### src/rtl/tlp_xcvr_pkg.sv
// Shared types for the TLP transceiver.
//   BusID / QWAddr / uint64 : PCIe requester ID, QW-granular address, 64-bit word
//   Header / Write0         : first and second QW of a 64-bit posted-write TLP
//   F2CState                : state of the FPGA->CPU DMA engine
package tlp_xcvr_pkg;

  typedef logic [12:0] BusID;
  typedef logic [28:0] QWAddr;
  typedef logic [63:0] uint64;

  localparam logic [7:0] FMT_WRITE64 = 8'h40;
  localparam logic [7:0] BE_ALL      = 8'hFF;

  // First QW of a posted write: requester, tag, byte enables, fmt/type and DW length.
  typedef struct packed {
    logic [2:0]  rsvd0;
    BusID        reqID;
    logic [7:0]  tag;
    logic [7:0]  be;
    logic [7:0]  fmtType;
    logic [13:0] rsvd1;
    logic [9:0]  dwCount;
  } Header;

  // Second QW of a 64-bit posted write: the byte address.
  typedef struct packed {
    logic [31:0] addrHi;
    logic [31:0] addrLo;
  } Write0;

  typedef enum logic [2:0] {
    IDLE,
    DHDR0,
    DHDR1,
    DATA,
    MHDR0,
    MHDR1,
    MPTR,
    MPAD
  } F2CState;

  function automatic Header mk_write_hdr(BusID id, logic [9:0] dw);
    Header h;
    h         = '0;
    h.reqID   = id;
    h.be      = BE_ALL;
    h.fmtType = FMT_WRITE64;
    h.dwCount = dw;
    return h;
  endfunction

endpackage

### src/rtl/f2c_dma_engine.sv
// FPGA->CPU DMA engine. Drains a 64-bit valid/ready source into a CPU ring of
// fixed-size posted-write TLPs and posts the write pointer to a metric slot
// after every MTR_INTERVAL data TLPs (or earlier, when the engine goes idle).
// Ports:
//   clk_in, reset_in          : clock, synchronous active-high reset
//   cfgBusDev_in              : our requester ID for TLP headers
//   enable_in                 : DMA enable
//   f2cBase_in, mtrBase_in    : ring / metric base, QW addresses
//   rdPtr_in                  : CPU consumption pointer (ring slot)
//   data_in/valid_in/ready_out: payload source
//   txData_out/txValid_out/txReady_in/txSOP_out/txEOP_out : TLP stream to arbiter
//   wrPtr_out                 : next ring slot to be written
//   busy_out                  : engine not idle
module f2c_dma_engine
  import tlp_xcvr_pkg::*;
#(
  parameter int QW_PER_TLP   = 16,
  parameter int RING_NBITS   = 4,
  parameter int MTR_INTERVAL = 1
) (
  input  logic                  clk_in,
  input  logic                  reset_in,
  input  logic [12:0]           cfgBusDev_in,
  input  logic                  enable_in,
  input  logic [28:0]           f2cBase_in,
  input  logic [28:0]           mtrBase_in,
  input  logic [RING_NBITS-1:0] rdPtr_in,
  input  logic [63:0]           data_in,
  input  logic                  valid_in,
  output logic                  ready_out,
  output logic [63:0]           txData_out,
  output logic                  txValid_out,
  input  logic                  txReady_in,
  output logic                  txSOP_out,
  output logic                  txEOP_out,
  output logic [RING_NBITS-1:0] wrPtr_out,
  output logic                  busy_out
);

  localparam int         BEAT_W    = (QW_PER_TLP > 1) ? $clog2(QW_PER_TLP) : 1;
  localparam int         SLOT_SHFT = $clog2(QW_PER_TLP) + 3;
  localparam logic [9:0] DATA_DW   = 10'(2 * QW_PER_TLP);
  localparam logic [9:0] MTR_DW    = 10'd4;

  F2CState               state_q, state_d;
  logic [RING_NBITS-1:0] wr_ptr_q, wr_ptr_d;
  logic [RING_NBITS-1:0] pending_q, pending_d;
  logic [BEAT_W-1:0]     beat_q, beat_d;
  QWAddr                 f2c_base_q, f2c_base_d;
  QWAddr                 mtr_base_q, mtr_base_d;
  uint64                 tx_data_q, tx_data_d;
  logic                  tx_valid_q, tx_valid_d;
  logic                  tx_sop_q, tx_sop_d;
  logic                  tx_eop_q, tx_eop_d;

  logic full, can_start, hdr_accept, data_accept, beat_last, mtr_due;

  // Byte address of a ring slot, computed at 64 bits so a high base cannot wrap.
  function automatic uint64 slot_addr(QWAddr base, logic [RING_NBITS-1:0] slot);
    return (uint64'(base) << 3) + (uint64'(slot) << SLOT_SHFT);
  endfunction

  assign full        = (wr_ptr_q + RING_NBITS'(1)) == rdPtr_in;
  assign can_start   = enable_in && !full && valid_in;
  assign hdr_accept  = tx_valid_q && txReady_in;
  assign data_accept = valid_in && txReady_in;
  assign beat_last   = beat_q == BEAT_W'(QW_PER_TLP - 1);
  assign mtr_due     = (pending_q + RING_NBITS'(1)) == RING_NBITS'(MTR_INTERVAL);

  always_comb begin
    state_d    = state_q;
    wr_ptr_d   = wr_ptr_q;
    pending_d  = pending_q;
    beat_d     = beat_q;
    f2c_base_d = f2c_base_q;
    mtr_base_d = mtr_base_q;
    tx_data_d  = tx_data_q;
    tx_valid_d = tx_valid_q;
    tx_sop_d   = tx_sop_q;
    tx_eop_d   = tx_eop_q;

    case (state_q)
      IDLE: begin
        if (can_start) begin
          state_d    = DHDR0;
          f2c_base_d = f2cBase_in;
          tx_data_d  = uint64'(mk_write_hdr(cfgBusDev_in, DATA_DW));
          tx_valid_d = 1'b1;
          tx_sop_d   = 1'b1;
          tx_eop_d   = 1'b0;
        end else if (pending_q != '0) begin
          // Flush: no data TLP can go, so publish the pointer now.
          state_d    = MHDR0;
          mtr_base_d = mtrBase_in;
          tx_data_d  = uint64'(mk_write_hdr(cfgBusDev_in, MTR_DW));
          tx_valid_d = 1'b1;
          tx_sop_d   = 1'b1;
          tx_eop_d   = 1'b0;
        end
      end
      DHDR0: begin
        if (hdr_accept) begin
          state_d   = DHDR1;
          tx_data_d = slot_addr(f2c_base_q, wr_ptr_q);
          tx_sop_d  = 1'b0;
        end
      end
      DHDR1: begin
        if (hdr_accept) begin
          state_d    = DATA;
          beat_d     = '0;
          tx_data_d  = '0;
          tx_valid_d = 1'b0;
        end
      end
      DATA: begin
        if (data_accept) begin
          if (beat_last) begin
            beat_d    = '0;
            wr_ptr_d  = wr_ptr_q + RING_NBITS'(1);
            pending_d = pending_q + RING_NBITS'(1);
            if (mtr_due) begin
              state_d    = MHDR0;
              mtr_base_d = mtrBase_in;
              tx_data_d  = uint64'(mk_write_hdr(cfgBusDev_in, MTR_DW));
              tx_valid_d = 1'b1;
              tx_sop_d   = 1'b1;
              tx_eop_d   = 1'b0;
            end else begin
              state_d = IDLE;
            end
          end else begin
            beat_d = beat_q + BEAT_W'(1);
          end
        end
      end
      MHDR0: begin
        if (hdr_accept) begin
          state_d   = MHDR1;
          tx_data_d = uint64'(mtr_base_q) << 3;
          tx_sop_d  = 1'b0;
        end
      end
      MHDR1: begin
        if (hdr_accept) begin
          state_d   = MPTR;
          tx_data_d = uint64'(wr_ptr_q);
        end
      end
      MPTR: begin
        if (hdr_accept) begin
          state_d   = MPAD;
          tx_data_d = '0;
          tx_eop_d  = 1'b1;
        end
      end
      MPAD: begin
        if (hdr_accept) begin
          state_d    = IDLE;
          pending_d  = '0;
          tx_valid_d = 1'b0;
          tx_eop_d   = 1'b0;
        end
      end
      default: state_d = IDLE;
    endcase
  end

  always_ff @(posedge clk_in) begin
    if (reset_in) begin
      state_q    <= IDLE;
      wr_ptr_q   <= '0;
      pending_q  <= '0;
      beat_q     <= '0;
      f2c_base_q <= '0;
      mtr_base_q <= '0;
      tx_data_q  <= '0;
      tx_valid_q <= 1'b0;
      tx_sop_q   <= 1'b0;
      tx_eop_q   <= 1'b0;
    end else begin
      state_q    <= state_d;
      wr_ptr_q   <= wr_ptr_d;
      pending_q  <= pending_d;
      beat_q     <= beat_d;
      f2c_base_q <= f2c_base_d;
      mtr_base_q <= mtr_base_d;
      tx_data_q  <= tx_data_d;
      tx_valid_q <= tx_valid_d;
      tx_sop_q   <= tx_sop_d;
      tx_eop_q   <= tx_eop_d;
    end
  end

  // Payload bypasses the output register so the source streams at full rate.
  always_comb begin
    if (state_q == DATA) begin
      txData_out  = data_in;
      txValid_out = valid_in;
      txSOP_out   = 1'b0;
      txEOP_out   = beat_last;
      ready_out   = txReady_in;
    end else begin
      txData_out  = tx_data_q;
      txValid_out = tx_valid_q;
      txSOP_out   = tx_sop_q;
      txEOP_out   = tx_eop_q;
      ready_out   = 1'b0;
    end
  end

  assign wrPtr_out = wr_ptr_q;
  assign busy_out  = state_q != IDLE;

endmodule
### config.mk
export PLATFORM = sky130hd
export DESIGN_NAME = f2c_dma_engine
export DESIGN_NICKNAME = d
export VERILOG_FILES = /design/src/rtl/tlp_xcvr_pkg.sv /design/src/rtl/f2c_dma_engine.sv
export SDC_FILE = /design/constraint.sdc
export NUM_CORES = 1
export LEC_CHECK = 0
export CAP_MARGIN = 30
export CORE_MARGIN = 8
export CORE_UTILIZATION = 42
export CTS_CLUSTER_SIZE = 40
export DETAILED_ROUTE_END_ITERATION = 16
export PLACE_DENSITY = 0.77
export SLEW_MARGIN = 20
export SYNTH_ARGS = -nofsm -noshare
export SYNTH_HDL_FRONTEND = slang
export SYNTH_SLANG_ARGS = --single-unit
### constraint.sdc
create_clock -name clk_in -period 2.5 [get_ports clk_in]
set_input_delay 0.5 -clock clk_in [delete_from_list [all_inputs] [get_ports clk_in]]
set_output_delay 0.5 -clock clk_in [all_outputs]
set_load 0.05 [all_outputs]
==> flow_summary.toml, run 1 <==
[floorplanning]
fp.dieW_um = 140
core_area_um2 = 15100
num_rows = 45
ioPinCount = 217
start_util_pct = 42.7
dieArea_um2 = 19600
die_height_um = 140

[timing]
hold_slack_ps = 450
rsz0062_at_grt = "true"
relSlewSlack_pct = 59.1
finalClockSkew_ps = 4.86
period_minus_slack_ps = 2440
tightest_slew_ps = 609
max_freq_mhz = 409
setup_ws_ps = 57.1
period_share_pct = 97.7
maxSlewViolCount = 0
hold_viol = 0
setup_violations = 0
setup_tns_ps = 0

[critical_path]
crit_fanout = 15
critPathMaxStageDelay_ps = 330
endpoint_kind = "output port"
crit_path_start_kind = "flop"
worst_path_most_repeated_cell = "buf_12"
regToRegSetupSlack_ps = 60
cp_slowest_cell = "dfxtp_2"
arrival_ps = 1940
path_class = "flop to output port"
cp_num_buf_inv = 5
r2r-start = "wrPtr_out[0]"
crit_family = "buffers and inverters"
required_ps = 2000
crit_chain = "buf_6 > ha_4 > inv_1 > nor2_4 > buf_12 > buf_12 > a21o_1 > buf_12"
rr_endpoint = "tx_data_q[17]"
r2r_cells = 11

[yosys]
syn_area_per_cell_um2 = 7.72
synth_warnings = 0
synth_simple_gate_area_share_pct = 27.5
synth-xor-area-share_pct = 4.18
syn_area_um2 = 6440
synth.area.mux_share_pct = 9.50
synth-edff-count = 0
synth_cells = 834
synth_async_sr_flop_share_pct = 0
synthFlopType = "dfxtp_1"
synth-seq-cells = 123
synth_compound_area_share_pct = 13.2
netlist.top_cell.by_area = "dfxtp_1"
synth_fa_ha_area_share_pct = 2.84
synth_top_family_by_area = "simple AND/OR/NAND/NOR gates"
yosysUniqueCellTypes = 58
synth.top_cells.by_area = "dfxtp_1, nand2_1, mux2i_1"
synth_fp_nets = 992
synth_top_area_share_pct = 38.2
ys_seq_area_share_pct = 38.2

[grt]
grt_max_degree = 70
grt_pass1_wl_um = 36900
grt.total_usage_pct = 23.4
antenna_found_initial = 1
grt_pass1_vias = 6901
grt_overflow = 0

[clock_network]
htreeDepth = 4
tritoncts = "done"
cts_hold_buf = 0
clkTransAtPathRegs_ps = 50
clk_latency_ps = 410
clock_path_buffers = 2
cts_made_buffers = 17
clock_sinks = 123
cts-root-buf = "clkbuf_16"

[flow_run]
cap_viol_max_count = 0

[pwr]
ir_drop_mv = 0.702
powerDensity_nw_per_um2 = 1160
clock_power_share_pct = 20.4
p_seq_share_pct = 21.8
p_int_uw = 7430
p_sw_uw = 5140
switching_share_pct = 40.9
combPwrFrac_pct = 57.8
power.static_leakage_uw = 0.00449

[placed_design]
dp_hpwl_um = 17100
io_buffers = 216
dp_slack_ps = -310
postPlaceCellArea_um2 = 9910
gp_congestion = 0.930

[finish]
most-common-layout-cells = "clkdlybuf4s50_1, nand2_1, dfxtp_1, nor2_1, buf_4"
finish.utilization_pct = 72.0
layout-drive-gt1-share_pct = 24.2
syn_to_final_growth_pct = 68.7
mostFrequentLayoutCell = "clkdlybuf4s50_1"
stdcell_area_um2 = 10900
fin_nets = 1241

[drt]
routed_wl_um = 24200
dr.pass1.iters = 4
vias_per_cell = 5.50
ant_nets = 0
post-route-drc-count = 0
routed-via-count = 7073
dr.first_iter.drc_count = 513
routedWlPerCell_um = 18.8

[min_path]
worstHoldPathCells = 2
hold_start = "tx_data_q[56]"
min_path_type = "flop to flop"
hold-path-endpoint = "tx_data_q[56]"

[status]
status = "completed"
==> kinds of logic (layout without fill, tap and decap cells) <==
family / count (synthesis) / in the layout
flip-flops: 123 / 123
other: 0 / 1
buffers and inverters: 74 / 336
XOR/XNOR: 29 / 29
adder cells (fa/ha/maj): 14 / 14
AND/OR/NAND/NOR: 407 / 407
AO/OA/AOI/OAI: 126 / 126
multiplexers: 61 / 61
==> how the worst max path moves through the flow <==
stage	endpoint	startpoint	slack (ps)	cells after the start
global placement	tx_data_q[18]	rdPtr_in[1]	-260	8
detailed placement	tx_data_q[25]	rdPtr_in[3]	-310	8
CTS	tx_data_q[19]	wrPtr_out[0]	2	10
finish	txData_out[33]	state_q[1]	60	8
global route	tx_data_q[17]	wrPtr_out[0]	-40	11
floorplan	txEOP_out	state_q[1]	10	6
==> worst register-to-register path, stage by stage (launching register included) <==
cell,delay [ps]
dfxtp_4,390
ha_1,180
inv_1,50
fa_1,390
nand2b_1,160
o2bb2ai_1,140
buf_4,170
buf_4,160
nor3b_4,220
xor2_2,140
a221oi_2,250
nor2_1,90
==> sequential cells by signal, summed over array words and instances, names as in the netlist, 3 cells and up <==
signal / cells
beat_q: 4
state_q: 3
wrPtr_out: 4
f2c_base_q: 29
pending_q: 4
mtr_base_q: 29
tx_data_q: 47
==> power by group through the flow <==
stage	logic [uW]	clock network (uW)	registers, uW
2_1_floorplan	3800	0	2660
3_3_place_gp	6790	0	2720
3_5_place_dp	6900	0	2740
4_1_cts	7000	2590	2710
5_1_grt	7720	2680	2780
6_report	7260	2570	2740
==> synthesized netlist by cell type, drive strengths merged (5+ instances only) <==
cell type    n
ha          13
buf         13
nand2      187
o21ai       24
xnor2       11
a221oi      22
and3        15
a31oi        6
clkbuf      47
nor3        32
a211oi      10
xor2        17
nor4b        5
inv         13
dfxtp      123
mux2i       60
nor2       113
nand3       24
nand4        6
a21oi       32
a21o         8
==> layout make-up <==
| type | instances | area [um2] |
|---|---|---|
| inverter | 14 | 52.6 |
| clock inverter | 10 | 138 |
| tap | 188 | 235 |
| sequential | 123 | 2480 |
| clock buffer | 22 | 484 |
| timing repair buffer | 290 | 3440 |
| antenna | 1 | 2.50 |
| multi-input combinational | 637 | 4040 |
| fill | 1094 | 4220 |
==> metrics by stage <==
step                total power [uW]  std cells
detailed placement              9630       1246
global route                   13200       1285
floorplan                       6470        834
CTS                            12300       1281
global placement                9510       1246
finish                         12600       1285
==> routing by layer <==
| metal | wire length (um) | up-vias | part of all wire, % | track usage (%) |
|---|---|---|---|---|
| met4 | 641 | 0 | 2.6 | 9.54 |
| met3 | 1630 | 44 | 6.7 | 4.79 |
| met2 | 11500 | 331 | 48 | 38.2 |
| met1 | 10400 | 3328 | 43 | 29.5 |
| li1 | - | 3370 | - | - |
| met5 | 0 | - | 0 | 0 |
==> timing repair <==
action | in CTS | in global routing
hold endpoints to repair | 0 | 0
resized for setup | 7 | 40
pin swaps | 1 | 5
buffers inserted | 2 | 3
endpoints found under the setup margin | 28 | 96
gates cloned | 1 | 1
Power figures use the tool's default switching activity.
==> run 2, diff against run 1 <==
PLACE_DENSITY = 0.76   (was 0.77)
TNS_END_PERCENT = 1   (was default)
==> run 2 against run 1 <==
Against the previous run:
- setup slack got worse by 28 ps
- sequential power about the same
- core utilization decreased by 1.6 points
- die area unchanged
- critical endpoint is now mtr_base_q[9]
- largest cell class unchanged
- highest routed layer unchanged
==> flow_summary.toml, run 2 (synthesis gave the netlist of run 1 again) <==
[status]
status = "completed"

[drt]
routed-via-count = 6916
vias_per_cell = 5.41
ant_nets = 0
dr.pass1.iters = 5
routed_wl_um = 23800
post-route-drc-count = 0
dr.first_iter.drc_count = 496
routedWlPerCell_um = 18.6

[critical_path]
cp_num_buf_inv = 3
arrival_ps = 2760
crit_family = "compound AO/OA/AOI/OAI gates"
crit_fanout = 10
required_ps = 2790
crit_chain = "ha_1 > a41o_1 > a31oi_1 > buf_4 > a2111oi_2 > buf_4 > buf_12 > mux2i_1 > nor2_1"
path_class = "flop to flop"
endpoint_kind = "flop"
crit_path_start_kind = "flop"
critPathMaxStageDelay_ps = 440
cp_slowest_cell = "dfxtp_1"
worst_path_most_repeated_cell = "buf_4"

[finish]
fill_cells = 1128
most-common-layout-cells = "nand2_1, clkdlybuf4s50_1, dfxtp_1, nor2_1, buf_4"
stdcell_area_um2 = 10600
finish.utilization_pct = 70.4
largest_register_ffs = 47
fin_nets = 1237
instances_no_fill = 1279
largest_register = "tx_data_q"
diodes = 0
layout-drive-gt1-share_pct = 19.1
top_regs = "tx_data_q: 47 flops, f2c_base_q: 29 flops, mtr_base_q: 29 flops"
syn_to_final_growth_pct = 65.0
mostFrequentLayoutCell = "nand2_1"

[min_path]
min_path_type = "flop to flop"

[clock_network]
clk_latency_ps = 410
clkTransAtPathRegs_ps = 60
cts_made_buffers = 17
htreeDepth = 4
tritoncts = "done"
cts-root-buf = "clkbuf_16"
clock_sinks = 123
clock_path_buffers = 2
cts_hold_buf = 0

[timing]
tightest_slew_ps = 603
max_freq_mhz = 405
rsz0062_at_grt = "true"
finalClockSkew_ps = 6.31
setup_tns_ps = 0
maxSlewViolCount = 0
period_share_pct = 98.8
relSlewSlack_pct = 59.8
period_minus_slack_ps = 2470
setup_violations = 0
hold_viol = 0

[grt]
met1_usage_pct = 29.5
grt-busiest-layer = "met2"
grt_max_degree = 59
grt_pass1_wl_um = 36400
grtUsageMet3_pct = 5.27
grt.total_usage_pct = 23.2
grt_overflow = 0
grt_pass1_vias = 6771
grtUsageMet2_pct = 37.9
antenna_found_initial = 0

[floorplanning]
start_util_pct = 42.7
num_rows = 45
core_area_um2 = 15100
die_height_um = 140
fp.dieW_um = 140
ioPinCount = 217
dieArea_um2 = 19600

[pwr]
switching_share_pct = 40.5
p_sw_uw = 4970
clock_power_share_pct = 21.2
combPwrFrac_pct = 56.5
p_seq_share_pct = 22.3
power.static_leakage_uw = 0.00448
ir_drop_mv = 0.624
p_int_uw = 7310
powerDensity_nw_per_um2 = 1160

[placed_design]
gp_congestion = 0.887
io_buffers = 216
placedCellCount = 1245
dp_hpwl_um = 17300
postPlaceCellArea_um2 = 9780

[flow_run]
cap_viol_max_count = 0
==> run 2: final timing paths <==
check / start / to / slack (ps) / cells past startpoint
worst max-delay path: pending_q[1] / mtr_base_q[9] / 30 / 9
worst min-delay path: tx_data_q[58] / tx_data_q[58] / 450 / 2
worst max register to register: pending_q[1] / mtr_base_q[9] / 30 / 9
worst min register to register: tx_data_q[58] / tx_data_q[58] / 450 / 2
==> run 2: area by class of cell <==
cell class	count	area [um2]	area share, %
Timing Repair Buffer	286	3370	31.7
Clock buffer	24	482	4.53
Tap cell	188	235	2.21
Inverter	14	52.6	0.495
Clock inverter	7	138	1.30
Multi-Input combinational cell	637	3890	36.6
Sequential cell	123	2460	23.2
==> run 2: per-stage QoR <==
stage               power (uW)  setup slack [ps]  hold WS (ps)
floorplan                 6370              -365           432
global placement          9310              -237           439
detailed placement        9430              -319           444
CTS                      12100              28.4           452
global route             12900             -81.8           474
finish                   12300              29.5           452
==> run 2: tightest hold or removal path, delay by kind of cell (launching register included) <==
family	cells	cell delay, ps
flops	1	310
simple gates	1	50
compound gates	1	50
==> run 2: metal layers <==
layer	share of wire, %	vias to the layer above	routed length [um]
met5	0	-	0
met3	6.1	33	1450
li1	-	3354	-
met4	2.1	0	499
met2	47	276	11200
met1	45	3253	10600
==> run 2: what timing repair did <==
| action | in CTS | in global routing |
|---|---|---|
| gates cloned | 0 | 2 |
| endpoints found under the setup margin | 32 | 94 |
| gates resized for setup | 8 | 29 |
| buffers inserted | 0 | 1 |
| pin swaps | 1 | 4 |
==> run 2: power groups by stage <==
stage / Clock [uW] / Combinational (uW) / Sequential, uW
global route: 2710 / 7390 / 2790
CTS: 2620 / 6750 / 2710
floorplan: 0 / 3700 / 2670
detailed placement: 0 / 6680 / 2750
global placement: 0 / 6570 / 2740
finish: 2600 / 6940 / 2740
